### config.mk
export PLATFORM = sky130hd
export DESIGN_NAME = prog_loader
export DESIGN_NICKNAME = d
export VERILOG_FILES = /design/src/rtl/prog_loader.sv
export SDC_FILE = /design/constraint.sdc
export NUM_CORES = 1
export LEC_CHECK = 0
export ABC_AREA = 1
export CAP_MARGIN = 20
export CORE_MARGIN = 3
export CORE_UTILIZATION = 45
export DETAILED_ROUTE_END_ITERATION = 8
export PLACE_DENSITY = 0.77
export SYNTH_ARGS = -nofsm -noshare
export SYNTH_HDL_FRONTEND = slang
export SYNTH_SLANG_ARGS = --single-unit
### constraint.sdc
create_clock -name clk -period 1.8 [get_ports clk]
set_clock_uncertainty 0.05 [all_clocks]
set_input_delay 0.36 -clock clk [delete_from_list [all_inputs] [get_ports clk]]
set_output_delay 0.36 -clock clk [all_outputs]
set_load 0.005 [all_outputs]
### src/rtl/prog_loader.sv
// prog_loader: streams a program into instruction memory, holds the CPU in
// reset for HOLD_CYCLES cycles after the final write, then releases it.
// An image longer than DEPTH words parks the block in ERR until rst.
// HOLD_CYCLES must lie in 1..15 so it fits the 4-bit hold counter.
module prog_loader #(
    parameter int XLEN        = 32,
    parameter int PC_BITS     = 5,
    parameter int HOLD_CYCLES = 2
) (
    input  logic               clk,
    input  logic               rst,
    input  logic               in_valid,
    input  logic [XLEN-1:0]    in_data,
    input  logic               in_last,
    output logic               in_ready,
    input  logic               reload,
    output logic               imem_we,
    output logic [PC_BITS-1:0] imem_addr,
    output logic [XLEN-1:0]    imem_wdata,
    output logic               cpu_rst,
    output logic               done,
    output logic               err_overflow,
    output logic [PC_BITS:0]   word_count
);

    localparam logic [1:0] S_LOAD = 2'd0;
    localparam logic [1:0] S_HOLD = 2'd1;
    localparam logic [1:0] S_RUN  = 2'd2;
    localparam logic [1:0] S_ERR  = 2'd3;

    // word_count value once the memory is full, and the index of the top word
    localparam logic [PC_BITS:0] FULL   = {1'b1, {PC_BITS{1'b0}}};
    localparam logic [PC_BITS:0] LAST_A = {1'b0, {PC_BITS{1'b1}}};
    localparam logic [3:0]       HOLD_N = 4'(HOLD_CYCLES);

    logic [1:0] state;
    logic [3:0] hold_cnt;
    logic       accept;

    // in_ready is registered and only ever high in LOAD, so this is the handshake
    assign accept = in_valid && in_ready && (state == S_LOAD);

    // Control FSM: state, handshake, CPU reset and status flags
    always_ff @(posedge clk or negedge rst) begin
        if (!rst) begin
            state        <= S_LOAD;
            in_ready     <= 1'b0;
            cpu_rst      <= 1'b1;
            done         <= 1'b0;
            err_overflow <= 1'b0;
            hold_cnt     <= 4'd0;
        end else begin
            case (state)
                S_LOAD: begin
                    if (accept && in_last) begin
                        // last word wins over overflow, even at the top address
                        state    <= S_HOLD;
                        in_ready <= 1'b0;
                        hold_cnt <= 4'd0;
                    end else if (accept && (word_count == LAST_A)) begin
                        state        <= S_ERR;
                        in_ready     <= 1'b0;
                        err_overflow <= 1'b1;
                    end else begin
                        in_ready <= 1'b1;
                    end
                end
                S_HOLD: begin
                    // first HOLD cycle carries the final write; count starts after it
                    if (hold_cnt == HOLD_N) begin
                        state    <= S_RUN;
                        cpu_rst  <= 1'b0;
                        done     <= 1'b1;
                        hold_cnt <= 4'd0;
                    end else begin
                        hold_cnt <= hold_cnt + 4'd1;
                    end
                end
                S_RUN: begin
                    if (reload) begin
                        state    <= S_LOAD;
                        cpu_rst  <= 1'b1;
                        done     <= 1'b0;
                        in_ready <= 1'b1;
                    end
                end
                S_ERR: begin
                    // sticky until rst; reload deliberately has no effect here
                    in_ready     <= 1'b0;
                    cpu_rst      <= 1'b1;
                    done         <= 1'b0;
                    err_overflow <= 1'b1;
                end
                default: begin
                    state <= S_LOAD;
                end
            endcase
        end
    end

    // Write port: one-cycle registered copy of each accepted word
    always_ff @(posedge clk or negedge rst) begin
        if (!rst) begin
            imem_we    <= 1'b0;
            imem_addr  <= '0;
            imem_wdata <= '0;
        end else begin
            imem_we <= accept;
            if (accept) begin
                imem_addr  <= word_count[PC_BITS-1:0];
                imem_wdata <= in_data;
            end
        end
    end

    // Word counter: saturating, cleared only by rst or a reload from RUN
    always_ff @(posedge clk or negedge rst) begin
        if (!rst) begin
            word_count <= '0;
        end else if ((state == S_RUN) && reload) begin
            word_count <= '0;
        end else if (accept && (word_count != FULL)) begin
            word_count <= word_count + 1'b1;
        end
    end

endmodule

==> impl_metrics.env, run 1 <==
export IMPL_multi_input_area_sq_um=956
export IMPL_routed_via_density=4.74
export IMPL_first_global_vias=2192
export IMPL_path_max_fanout=2
export IMPL_tightest_slew_ps=368
export IMPL_crit_required_ps=1390
export IMPL_crit_path_start="cpu_rst$_DFFE_PN1P_"
export IMPL_syn_avg_cell_area_sq_um=8.34
export IMPL_ant_nets=0
export IMPL_layout_commonest_cell="nand2_1"
export IMPL_drt_pass1_iter_count=4
export IMPL_antenna_cells=0
export IMPL_hpwl_mm=4.13
export IMPL_place_area_sq_mm=0.00335
export IMPL_cts_tree="yes"
export IMPL_synth_cell_type_count=18
export IMPL_cp_start_kind="flip-flop"
export IMPL_finalWeightedCongestion=0.885
export IMPL_power_mw=5.29
export IMPL_synth_seq_area_share_pct=56.5
export IMPL_top_level_ports=85
export IMPL_synthCells=287
export IMPL_cp_num_buf_inv=1
export IMPL_synthToLayoutAreaGrowth_pct=45.2
export IMPL_utilization_pct=70.4
export IMPL_power_switching_mw=1.92
export IMPL_crit_family="flip-flops"
export IMPL_p_int_mw=3.37
export IMPL_holdWs_ps=434
export IMPL_drv_slew=0
export IMPL_syn_num_nets=333
export IMPL_clockBufferDepth=2
export IMPL_core_sq_mm=0.00494
export IMPL_post_route_cell_area_sq_mm=0.00348
export IMPL_path_class="reg2out"
export IMPL_synth_warnings=0
export IMPL_clk_latency_ps=310
export IMPL_clkPwrFrac_pct=13.6
export IMPL_antenna_found_initial=0
export IMPL_seq_power_share_pct=38.8
export IMPL_slew_headroom_pct=75.4
export IMPL_dr_total_vias=2115
export IMPL_power_density_mw_per_mm2=1520
export IMPL_leakagePower_nw=1.72
export IMPL_status="finished clean"
export IMPL_drt_iter0_drc=155
export IMPL_start_util_pct=48.5
export IMPL_setup_viol=0
export IMPL_cts_sinks=54
export IMPL_hp_class="reg2reg"
export IMPL_wl_mm=5.80
export IMPL_final_cell_mix="143 x nand2_1, 83 x clkdlybuf4s50_1, 51 x dfrtp_1, 17 x inv_1, 15 x nor2_1"
export IMPL_rows=25
export IMPL_grt_ovfl_total=0
export IMPL_hold_viol=0
export IMPL_cp_slowest_cell="dfstp_2"
export IMPL_slowest_delay_ps=540
export IMPL_dp_cells=437
export IMPL_timing_rr_start="state[1]$_DFFE_PN0P_"
export IMPL_clock_fmax_mhz=573
export IMPL_min_period_over_period_pct=96.9
export IMPL_r2r_setup_slack_ps=140
export IMPL_syn_area_sq_mm=0.00239
export IMPL_die_h_microns=79.0
export IMPL_numCtsBuffers=5
export IMPL_grt_pass1_wl_mm=9.74
export IMPL_power_share_switching_pct=36.3
export IMPL_drc_errors=0
export IMPL_crit_chain="clkdlybuf4s50_1"
export IMPL_tns_ps=0
export IMPL_cts_max_level=2
export IMPL_dp_slack_ps=62.5
export IMPL_vdd_drop_max_mv=0.942
export IMPL_worstPathArrival_ps=1330
export IMPL_worst_slack_ps=55.8
export IMPL_clkSlewWorstSetupHoldPaths_ps=100
export IMPL_die_area_sq_mm=0.00623
export IMPL_cap_violations=0
export IMPL_port_buffers=84
export IMPL_min_period_ps=1740
export IMPL_final_cell_count_no_fill=446
export IMPL_root_buffer="clkbuf_8"
export IMPL_die_w_microns=79.0
export IMPL_hold_start="done$_DFFE_PN0P_"
export IMPL_final_nets=424
export IMPL_grt_usage_pct=19.5
export IMPL_ys_ff_latch=54
export IMPL_regArea_sq_mm=0.00136
export IMPL_fillers=409
export IMPL_grt_max_degree=55
export IMPL_drive_above_1_share_pct=5.54
export IMPL_grt_setup_unrepaired="no"
export IMPL_setup_worst_path_end_class="output pin"
export IMPL_post_drt_wl_per_cell_microns=13.0
export IMPL_pwr_share_comb_pct=47.6
[Yosys cell counts, drive strengths merged]
cell	number	area share, %
nand2	143	22
dfrtp	53	55
inv	17	2.7
nor2	15	2.4
nand3	14	3.4
o21ai	13	2.7
ha	9	4.7
a21oi	6	1.3
clkbuf	4	0.63
buf	3	0.63
nand4	3	0.78
o21bai	2	0.63
xor2	2	0.73
clkinv	1	0.21
dfstp	1	1.1
xnor2	1	0.37
[worst min-delay path, cell delays in order (launching register included)]
cell and delay, ps:
dfrtp_1 360, nand2_1 50, nand2_1 40
[metal layers]
layer  wire length [microns]  vias to the layer above  global-route usage [%]
li1                        -                     1072                       -
met2                    2800                       78                    33.1
met3                     444                        4                    6.69
met4                      34                        0                    5.33
met5                       0                        -                       0
met1                    2520                      961                    23.7
[power groups by stage]
| stage | clock network, mW | registers, mW | logic (mW) |
|---|---|---|---|
| 2_1_floorplan | 0 | 2.07 | 1.09 |
| 3_3_place_gp | 0 | 2.05 | 2.40 |
| 3_5_place_dp | 0 | 2.06 | 2.47 |
| 4_1_cts | 0.743 | 2.05 | 2.49 |
| 5_1_grt | 0.796 | 2.12 | 2.81 |
| 6_report | 0.720 | 2.05 | 2.51 |
[cell type report]
type	count	share of cell area, %
multi-input combinational	208	27.5
clock buffer	6	2.37
timing repair buffer	91	26.3
clock inverter	2	0.468
tap	67	2.41
inverter	18	1.98
sequential	54	39.0
[path summary, 6_finish.rpt]
path,to,cells after the start
max reg2reg,state[0]$_DFFE_PN0P_,9
min,done$_DFFE_PN0P_,2
max,cpu_rst,1
max in group asynchronous,cpu_rst$_DFFE_PN1P_,3
min reg2reg,done$_DFFE_PN0P_,2
min in group asynchronous,done$_DFFE_PN0P_,3
[cell families after synthesis]
kind of cell / synth area share (%)
xor+xnor: 1.10
simple gates: 29.0
compound gates: 4.60
buf+inv: 4.13
flops: 56.5
fa+ha+maj: 4.70
[registers in the layout (all words and copies together), names as in the netlist]
register	cells
in_ready	1
imem_addr	5
cpu_rst	1
err_overflow	1
done	1
hold_cnt	4
word_count	6
imem_wdata	32
imem_we	1
state	2
[timing repair]
item / 4_1_cts / 5_1_grt
buffers inserted: 0 / 0
hold buffers: 1 / 0
endpoints found under the setup margin: 0 / 19
gates resized for setup: 0 / 4
endpoints found under the hold margin: 49 / 0
No activity file was read; power rests on OpenSTA's default activity.
==> run 2: changes to the inputs <==
--- a/config.mk
+++ b/config.mk
@@ -6,7 +6,7 @@
 export NUM_CORES = 1
 export LEC_CHECK = 0
 export ABC_AREA = 1
-export CAP_MARGIN = 20
+export CAP_MARGIN = 15
 export CORE_MARGIN = 3
 export CORE_UTILIZATION = 45
 export DETAILED_ROUTE_END_ITERATION = 8
==> results of run 2 <==
No change in the layout: final DEF, timing and power equal those of run 1.
